--- src/rtl/ram_arb_pkg.sv ---
// rtl/ram_arb_pkg.sv - shared types and default widths for the two-client RAM arbiter
// Contents:
//   DEF_DATA_W / DEF_ADDR_W / DEF_DEPTH  default RAM word width, address width, implemented words
//   state_t                              sequencer states IDLE, ISSUE, WAIT, DONE
//   req_t                                one client transaction {we, addr, wdata}
package ram_arb_pkg;

    localparam int DEF_DATA_W = 8;
    localparam int DEF_ADDR_W = 4;
    localparam int DEF_DEPTH  = 4;

    typedef enum logic [1:0] {
        IDLE  = 2'd0,
        ISSUE = 2'd1,
        WAIT  = 2'd2,
        DONE  = 2'd3
    } state_t;

    typedef struct packed {
        logic                  we;
        logic [DEF_ADDR_W-1:0] addr;
        logic [DEF_DATA_W-1:0] wdata;
    } req_t;

endpackage

--- src/rtl/ram_arbiter_rr_arb2.sv ---
// rtl/ram_arbiter_rr_arb2.sv - combinational two-way round-robin picker
// Ports:
//   i_req[1:0]  request from client 1 / client 0
//   i_last      client that owned the previous transaction
//   o_grant_id  selected client (meaningful only when o_any is high)
//   o_any       at least one client is requesting
module rr_arb2
    import ram_arb_pkg::*;
(
    input  logic [1:0] i_req,
    input  logic       i_last,
    output logic       o_grant_id,
    output logic       o_any
);

    assign o_any = |i_req;

    // On contention the client that did not go last wins; otherwise the lone requester.
    assign o_grant_id = (&i_req) ? ~i_last : i_req[1];

endmodule

--- src/rtl/ram_arbiter.sv ---
// rtl/ram_arbiter.sv - two-client round-robin sequencer in front of a synchronous RAM
// Optional feature macro: RAM_ARB_ADDR_CHECK_EN (address range check, adds o_addr_err)
// Ports:
//   i_clk, i_rst_n                 clock (rising edge), asynchronous active-low reset
//   i_req0/1, i_we0/1              client request (held until done), 1 = write / 0 = read
//   i_addr0/1, i_wdata0/1          client address and write data
//   o_gnt0/1                       client owns the RAM (ISSUE..DONE)
//   o_done0/1                      one-cycle completion pulse
//   o_rdata                        last completed read result
//   o_ram_we, o_ram_re             RAM enables, high only in ISSUE
//   o_ram_addr, o_ram_wdata        latched address / write data toward the RAM
//   i_ram_rdata                    RAM registered read data (one cycle after o_ram_re)
//   o_addr_err                     (RAM_ARB_ADDR_CHECK_EN only) pulse in DONE for an out-of-range access
module ram_arbiter
    import ram_arb_pkg::*;
#(
    parameter int DATA_W = DEF_DATA_W,
    parameter int ADDR_W = DEF_ADDR_W,
    parameter int DEPTH  = DEF_DEPTH
) (
    input  logic              i_clk,
    input  logic              i_rst_n,
    input  logic              i_req0,
    input  logic              i_req1,
    input  logic              i_we0,
    input  logic              i_we1,
    input  logic [ADDR_W-1:0] i_addr0,
    input  logic [ADDR_W-1:0] i_addr1,
    input  logic [DATA_W-1:0] i_wdata0,
    input  logic [DATA_W-1:0] i_wdata1,
    output logic              o_gnt0,
    output logic              o_gnt1,
    output logic              o_done0,
    output logic              o_done1,
    output logic [DATA_W-1:0] o_rdata,
    output logic              o_ram_we,
    output logic              o_ram_re,
    output logic [ADDR_W-1:0] o_ram_addr,
    output logic [DATA_W-1:0] o_ram_wdata,
`ifdef RAM_ARB_ADDR_CHECK_EN
    output logic              o_addr_err,
`endif
    input  logic [DATA_W-1:0] i_ram_rdata
);

    state_t            r_state;
    state_t            w_next;
    logic              r_owner;
    logic              r_last;
    logic              r_we;
    logic [ADDR_W-1:0] r_addr;
    logic [DATA_W-1:0] r_wdata;
    logic [DATA_W-1:0] r_rdata;

    logic              w_any;
    logic              w_gid;
    logic              w_sel_we;
    logic [ADDR_W-1:0] w_sel_addr;
    logic [DATA_W-1:0] w_sel_wdata;
    logic              w_skip;

    rr_arb2 u_rr (
        .i_req      ({i_req1, i_req0}),
        .i_last     (r_last),
        .o_grant_id (w_gid),
        .o_any      (w_any)
    );

    assign w_sel_we    = w_gid ? i_we1    : i_we0;
    assign w_sel_addr  = w_gid ? i_addr1  : i_addr0;
    assign w_sel_wdata = w_gid ? i_wdata1 : i_wdata0;

`ifdef RAM_ARB_ADDR_CHECK_EN
    localparam logic [ADDR_W:0] W_DEPTH = (ADDR_W + 1)'(DEPTH);

    logic r_err;
    logic w_sel_bad;

    // Extra leading zero keeps the compare correct when DEPTH equals 2**ADDR_W.
    assign w_sel_bad = ({1'b0, w_sel_addr} >= W_DEPTH);
    assign w_skip    = r_err;
`else
    assign w_skip    = 1'b0;
`endif

    always_ff @(posedge i_clk or negedge i_rst_n) begin
        if (!i_rst_n) begin
            r_state <= IDLE;
        end else begin
            r_state <= w_next;
        end
    end

    always_comb begin
        w_next   = r_state;
        o_gnt0   = 1'b0;
        o_gnt1   = 1'b0;
        o_done0  = 1'b0;
        o_done1  = 1'b0;
        o_ram_we = 1'b0;
        o_ram_re = 1'b0;
`ifdef RAM_ARB_ADDR_CHECK_EN
        o_addr_err = 1'b0;
`endif
        case (r_state)
            IDLE: begin
                if (w_any) begin
                    w_next = ISSUE;
                end
            end
            ISSUE: begin
                o_ram_we = r_we & ~w_skip;
                o_ram_re = ~r_we & ~w_skip;
                // A suppressed access has no read data to wait for.
                w_next   = (r_we | w_skip) ? DONE : WAIT;
            end
            WAIT: begin
                w_next = DONE;
            end
            DONE: begin
                o_done0 = ~r_owner;
                o_done1 = r_owner;
`ifdef RAM_ARB_ADDR_CHECK_EN
                o_addr_err = r_err;
`endif
                w_next  = IDLE;
            end
            default: begin
                w_next = IDLE;
            end
        endcase
        if (r_state != IDLE) begin
            o_gnt0 = ~r_owner;
            o_gnt1 = r_owner;
        end
    end

    // Transaction fields are copied at grant so clients may change them once granted.
    always_ff @(posedge i_clk or negedge i_rst_n) begin
        if (!i_rst_n) begin
            r_owner <= 1'b0;
            r_last  <= 1'b1;
            r_we    <= 1'b0;
            r_addr  <= '0;
            r_wdata <= '0;
            r_rdata <= '0;
`ifdef RAM_ARB_ADDR_CHECK_EN
            r_err   <= 1'b0;
`endif
        end else begin
            if (r_state == IDLE && w_any) begin
                r_owner <= w_gid;
                r_we    <= w_sel_we;
                r_addr  <= w_sel_addr;
                r_wdata <= w_sel_wdata;
`ifdef RAM_ARB_ADDR_CHECK_EN
                r_err   <= w_sel_bad;
`endif
            end
            if (r_state == WAIT) begin
                r_rdata <= i_ram_rdata;
            end
            if (r_state == DONE) begin
                r_last <= r_owner;
            end
        end
    end

    assign o_rdata     = r_rdata;
    assign o_ram_addr  = r_addr;
    assign o_ram_wdata = r_wdata;

endmodule
--- config.mk ---
export PLATFORM = sky130hd
export DESIGN_NAME = ram_arbiter
export DESIGN_NICKNAME = d
export VERILOG_FILES = /design/src/rtl/ram_arb_pkg.sv /design/src/rtl/ram_arbiter_rr_arb2.sv /design/src/rtl/ram_arbiter.sv
export SDC_FILE = /design/constraint.sdc
export NUM_CORES = 1
export LEC_CHECK = 0
export CORE_MARGIN = 2
export CORE_UTILIZATION = 35
export DETAILED_ROUTE_END_ITERATION = 8
export GPL_TIMING_DRIVEN = 0
export PLACE_DENSITY = 0.75
export SLEW_MARGIN = 25
export SYNTH_ARGS = -nofsm -noshare
export SYNTH_HDL_FRONTEND = slang
export SYNTH_HIERARCHICAL = 1
export SYNTH_SLANG_ARGS = --single-unit
--- constraint.sdc ---
create_clock -name i_clk -period 1.45 [get_ports i_clk]
set_input_delay 0.29 -clock i_clk [delete_from_list [all_inputs] [get_ports i_clk]]
set_output_delay 0.29 -clock i_clk [all_outputs]
set_load 0.005 [all_outputs]
==> results of run 1 <==
==> final timing paths <==
check | slack [ns] | end | cells after the start | start
setup / recovery | -0.17 | o_ram_we | 5 | r_state[1]$_DFFE_PN0P_
hold / removal | 0.47 | o_rdata[6]$_DFFE_PN0N_ | 2 | i_rst_n
setup reg to reg | 0.05 | o_rdata[7]$_DFFE_PN0N_ | 5 | r_state[1]$_DFFE_PN0P_
hold reg to reg | 0.52 | o_rdata[5]$_DFFE_PN0N_ | 1 | o_rdata[5]$_DFFE_PN0N_
max in group asynchronous | 0.59 | r_last$_DFFE_PN1N_ | 2 | i_rst_n
min in group i_clk | 0.52 | o_rdata[5]$_DFFE_PN0N_ | 1 | o_rdata[5]$_DFFE_PN0N_
==> synth_stat cells (all sizes together) <==
cell type / number / area [µm²]
nor2: 1 / 3.750
ha: 4 / 50.05
mux2: 11 / 127.6
and2: 3 / 21.27
a21oi: 27 / 135.1
inv: 2 / 7.510
dfstp: 1 / 26.28
or2: 1 / 6.260
a21boi: 1 / 7.510
nor2b: 3 / 18.77
dfrtp: 24 / 600.6
nand2b: 1 / 6.260
mux2i: 15 / 150.1
buf: 8 / 63.80
==> worst reg2reg max path: cells and delay by family, from the launching register on <==
| family | cells | cell delay [ns] |
|---|---|---|
| buffers and inverters | 3 | 0.43 |
| DFF | 1 | 0.43 |
| muxes | 1 | 0.27 |
| adders and majority gates | 1 | 0.18 |
==> area by class of cell <==
type / count / area [µm²] / share of cell area
inverters: 2 / 7.507 / 0.003497
clock inverters: 1 / 5.005 / 0.002331
clock buffers: 3 / 22.52 / 0.01049
repair buffers: 85 / 765.7 / 0.3566
well taps: 46 / 57.56 / 0.02681
plain buffers: 5 / 50.05 / 0.02331
flip-flops and latches: 25 / 626.9 / 0.2920
multi-input cells: 67 / 611.8 / 0.2850
==> routing by layer <==
metal	GRT usage	share of wire	vias to the layer above
met5	0	0	-
met1	0.2118	0.40	558
met4	0.05556	0.019	0
met3	0.04643	0.068	8
li1	-	-	525
met2	0.3338	0.51	43
==> flip-flops by register name, summed over array words and instances, names as in the netlist <==
signal	count
o_ram_addr	4
o_ram_wdata	8
o_rdata	8
r_last	1
r_owner	1
r_state	2
r_we	1
==> metrics by stage <==
stage / cells / utilization
final: 234 / 0.6434
after global routing: 234 / 0.6434
after CTS: 233 / 0.6314
after detailed placement: 211 / 0.5718
after global placement: 211 / 0.5733
after floorplan: 102 / -
==> repair_timing <==
| item | CTS | global route |
|---|---|---|
| resized for setup | 65 | 10 |
| setup buffers | 17 | 4 |
| setup endpoints to repair | 30 | 25 |
| endpoints found under the hold margin | 24 | 0 |
| hold buffers | 1 | 0 |
| pin swaps | 2 | 1 |
==> power by group through the flow <==
stage / Sequential, µW / Clock, µW / Combinational (µW)
after floorplan: 1300 / 0 / 926
after global placement: 1290 / 0 / 1890
after detailed placement: 1300 / 0 / 1950
after CTS: 1270 / 332 / 2270
after global routing: 1340 / 356 / 2620
final: 1300 / 323 / 2430
==> cells by family after synthesis <==
| kind of cell | Yosys count |
|---|---|
| buffers and inverters | 10 |
| adder cells (fa/ha/maj) | 4 |
| AO/OA/AOI/OAI | 28 |
| multiplexers | 26 |
| AND/OR/NAND/NOR | 9 |
| flip-flops | 25 |
==> flow_summary.yaml, run 1 <==
global_routing:
  overflow: 0
  grt_pass1_vias: 1334
  antenna_found_initial: 0
  grt_max_degree: 26
  grt_util_all_layers: 0.1842
  grt_pass1_wl_um: 5968
power:
  p_leak_uw: 0.0009520
  ir_drop_v: 0.0007134
  clock_power_share: 0.080
  switching_power_uw: 1404
  p_sw_frac: 0.3464
  power_uw: 4052
  intPower_uw: 2648
  p_seq_frac: 0.320
  power_density_nw_per_um2: 1887
  p_comb_frac: 0.600
clock_tree:
  clk_pin_slew_ns: 0.15
  cts-buffers-inserted: 3
  htree_levels: 1
  cts_sinks: 25
  clock_latency_ns: 0.32
  clockBufferDepth: 2
  tritoncts: "yes"
  cts_root_buf: "clkbuf_4"
critical_path:
  path_cells: "inv_2 > buf_6 > ha_4 > and2_1 > buf_2"
  crit_buf_inv: 3
  required_ns: 1.16
  path_delay_family: "flip-flops"
  slowest_stage: "dfrtp_1"
  cp-start-kind: "flop"
  worst_setup_path_end_kind: "output pin"
  worstSetupPathType: "flop to output pin"
  cp_slowest_stage_delay_ns: 0.41
  cp_data_arrival_time_ns: 1.33
  worstPathMaxFanout: 3
detailed_routing:
  routedWlPerCell_um: 15.30
  drtAntennaViolNets: 0
  routed_wl_um: 3580
  dr_total_vias: 1134
  drtIter0Drc: 30
  drc: 0
  vias_per_cell: 4.846
  drt_pre_antenna_iters: 4
placed_design:
  finalWeightedCongestion: 0.7821
  postPlaceCellArea_um2: 1908
  dp_hpwl_um: 2393
  portBuffers: 63
  dp_slack_ns: -0.4668
timing:
  drv_slew: 0
  whs_ns: 0.4732
  hold_violations: 0
  max_freq_mhz: 618.0
  setup_slack_ns: -0.1681
  totalNegativeSetupSlack_ns: -0.7200
  rsz0062_at_grt: "yes"
  fin_skew_ns: 0.006027
  setup_viol: 6
  period_needed_ns: 1.618
  fin_crit_sh: 1.116
  slew_headroom: 0.6137
  worstMarginPinSlew_ns: 0.5795
die:
  die_area_um2: 3989
  start_util: 0.3671
  die_w_um: 63.16
  die_y_um: 63.16
  row_count: 21
  pin_count: 64
  coreArea_um2: 3337
cells_and_area:
  diodes: 0
  stdcell_area_um2: 2147
  areaGrowthSynthToFinish_pct: 75.28
  finalNetCount: 231
  mostFrequentLayoutCells: "clkdlybuf4s50_1, dfrtp_1, a21oi_1"
  fill_cells: 284
  drive_gt1_frac: 0.3457
  layout_commonest_cell: "clkdlybuf4s50_1"
logic_synthesis:
  synth_compound_area_frac: 0.1164
  synth_mux_area_frac: 0.2268
  ys_seq_area_frac: 0.5117
  syn-num-nets: 144
  synth_fa_ha_area_frac: 0.04086
  synthesis.area_um2: 1225
  avgSynthCellArea_um2: 12.01
  ys_warn_count: 6
  synthSimpleGateAreaFrac: 0.04597
  synth_top_family_by_area: "multiplexers"
  synth-xor-area-share: 0
  synth.distinct_cells: 18
  syn_inst: 102
  synth-seq-cells: 25
run_status:
  violations: "negative setup slack"
  status: "finished with violations"
hold_path:
  hold_path_class: "primary input to asynchronous set/reset pin"
flow_run:
  maxCapViolations: 0
(Power assumes the default switching activity.)
==> run 2, diff against run 1 <==
--- a/config.mk
+++ b/config.mk
@@ -9,7 +9,7 @@
 export CORE_UTILIZATION = 35
 export DETAILED_ROUTE_END_ITERATION = 8
 export GPL_TIMING_DRIVEN = 0
-export PLACE_DENSITY = 0.75
+export PLACE_DENSITY = 0.84
 export SLEW_MARGIN = 25
 export SYNTH_ARGS = -nofsm -noshare
 export SYNTH_HDL_FRONTEND = slang
==> run 2 against run 1 <==
  * The flow still finishes with violations (negative setup slack)
  * Critical endpoint is now o_done0
  * Clock skew down 0.0019 ns
  * Global-route usage up 0.052 points
  * First-iteration DRC count down 3.3%
==> flow_summary.yaml, run 2 (synthesized netlist as in run 1, its figures left out) <==
detailed_routing:
  drc: 0
  vias_per_cell: 4.764
  drt_pre_antenna_iters: 4
  dr_total_vias: 1110
  drtAntennaViolNets: 0
  routed_wl_um: 3666
  routedWlPerCell_um: 15.73
  drtIter0Drc: 29
critical_path:
  cp.depth: 4
  path_cells: "buf_6 > ha_4 > nor2b_1 > buf_2"
  cp_data_arrival_time_ns: 1.32
  slowest_stage: "dfrtp_1"
  r2r-start: "r_state[0]$_DFFE_PN0P_"
  worstSetupPathType: "flop to output pin"
  worstPathMaxFanout: 3
  reg2reg_slack_ns: -0.04
  required_ns: 1.16
  crit_start: "r_state[0]$_DFFE_PN0P_"
  reg2regPathDepth: 7
  path_delay_family: "flip-flops"
  reg2reg_to: "r_state[1]$_DFFE_PN0P_"
  cp_slowest_stage_delay_ns: 0.44
  crit_buf_inv: 2
  cp-start-kind: "flop"
  crit_end: "o_done0"
  worst_setup_path_end_kind: "output pin"
power:
  switching_power_uw: 1462
  p_comb_frac: 0.620
  power_density_nw_per_um2: 1921
  clock_power_share: 0.072
  ir_drop_v: 0.0006967
  p_sw_frac: 0.3467
  intPower_uw: 2754
  p_leak_uw: 0.0009811
  power_uw: 4216
  p_seq_frac: 0.308
timing:
  slew_headroom: 0.6372
  period_needed_ns: 1.615
  setup_slack_ns: -0.1647
  fin_skew_ns: 0.004111
  totalNegativeSetupSlack_ns: -0.9426
  rsz0062_at_grt: "yes"
  worstMarginPinSlew_ns: 0.5442
  max_freq_mhz: 619.3
  setup_viol: 14
  drv_slew: 0
  hold_violations: 0
  fin_crit_sh: 1.114
  whs_ns: 0.4866
clock_tree:
  tritoncts: "yes"
  clk_pin_slew_ns: 0.13
  htree_levels: 1
  clock_latency_ns: 0.31
  cts-buffers-inserted: 3
  cts_sinks: 25
  clockBufferDepth: 2
  cts_root_buf: "clkbuf_4"
die:
  pin_count: 64
  die_y_um: 63.16
  start_util: 0.3671
  die_area_um2: 3989
  row_count: 21
  coreArea_um2: 3337
  die_w_um: 63.16
run_status:
  violations: "negative setup slack"
  status: "finished with violations"
placed_design:
  dp_hpwl_um: 2415
  dp_slack_ns: -0.4665
  finalWeightedCongestion: 0.7759
  place_inst: 211
  portBuffers: 63
global_routing:
  grt_pass1_wl_um: 5830
  overflow: 0
  antenna_found_initial: 0
  grt_max_degree: 26
  grt_util_all_layers: 0.1847
  grt_pass1_vias: 1276
cells_and_area:
  multi_input_area_um2: 656.9
  areaGrowthSynthToFinish_pct: 79.16
  layout_commonest_cell: "clkdlybuf4s50_1"
  seq_area_um2: 626.9
  finalNetCount: 230
  diodes: 0
  fill_cells: 267
  fin_cells: 233
  drive_gt1_frac: 0.3529
  mostFrequentLayoutCells: "clkdlybuf4s50_1, dfrtp_1, a21oi_1, dlygate4sd2_1"
flow_run:
  maxCapViolations: 0
hold_path:
  hold_path_class: "primary input to asynchronous set/reset pin"
run 2: cell types whose count changed in the layout (fill, tap and decap cells not counted), sizes merged:
| cell | delta |
|---|---|
| buf | -1 |
| clkbuf | +1 |
| clkinv | -1 |
run 2: how the worst min path moves through the flow:
stage                                 from                          to  slack, ns
floorplan                          i_rst_n   o_ram_addr[0]$_DFFE_PN0P_     -0.006
global placement    o_rdata[7]$_DFFE_PN0N_      o_rdata[7]$_DFFE_PN0N_       0.49
detailed placement                 i_rst_n   o_ram_addr[3]$_DFFE_PN0P_       0.31
CTS                                i_rst_n   o_ram_addr[3]$_DFFE_PN0P_       0.48
global route                       i_rst_n  o_ram_wdata[2]$_DFFE_PN0P_       0.53
finish                             i_rst_n      o_rdata[0]$_DFFE_PN0N_       0.49
run 2: area by class of cell:
cell class	count	area share
buffer	5	0.02452
clock buffer	4	0.01197
inverter	2	0.003421
multi-input combinational	67	0.2993
sequential	25	0.2856
tap	46	0.02623
timing repair buffer	84	0.3489
run 2: per-layer routing:
layer | vias up | wire length, µm | GRT usage
li1 | 525 | - | -
met1 | 544 | 1410 | 0.1929
met2 | 37 | 1965 | 0.3457
met3 | 4 | 233 | 0.05179
met4 | 0 | 56 | 0.07222
met5 | - | 0 | 0
run 2: repair_timing:
item	in CTS	in global routing
hold buffers	1	0
setup endpoints to repair	32	25
pin swaps	4	3
hold endpoints to repair	24	0
buffers inserted	14	6
resized for setup	66	23
run 2: metrics by stage:
stage | instance area (µm²) | util
final | 2195 | 0.6577
after global routing | 2195 | 0.6577
after detailed placement | 1908 | 0.5718
after global placement | 1913 | 0.5733
after CTS | 2087 | 0.6254
after floorplan | 1225 | -
run 2: power by group through the flow:
stage          logic, µW  registers, µW  clock network (µW)
3_3_place_gp        1890           1290                   0
2_1_floorplan        926           1300                   0
5_1_grt             2810           1340                 345
4_1_cts             2220           1270                 315
6_report            2610           1300                 303
3_5_place_dp        1960           1310                   0
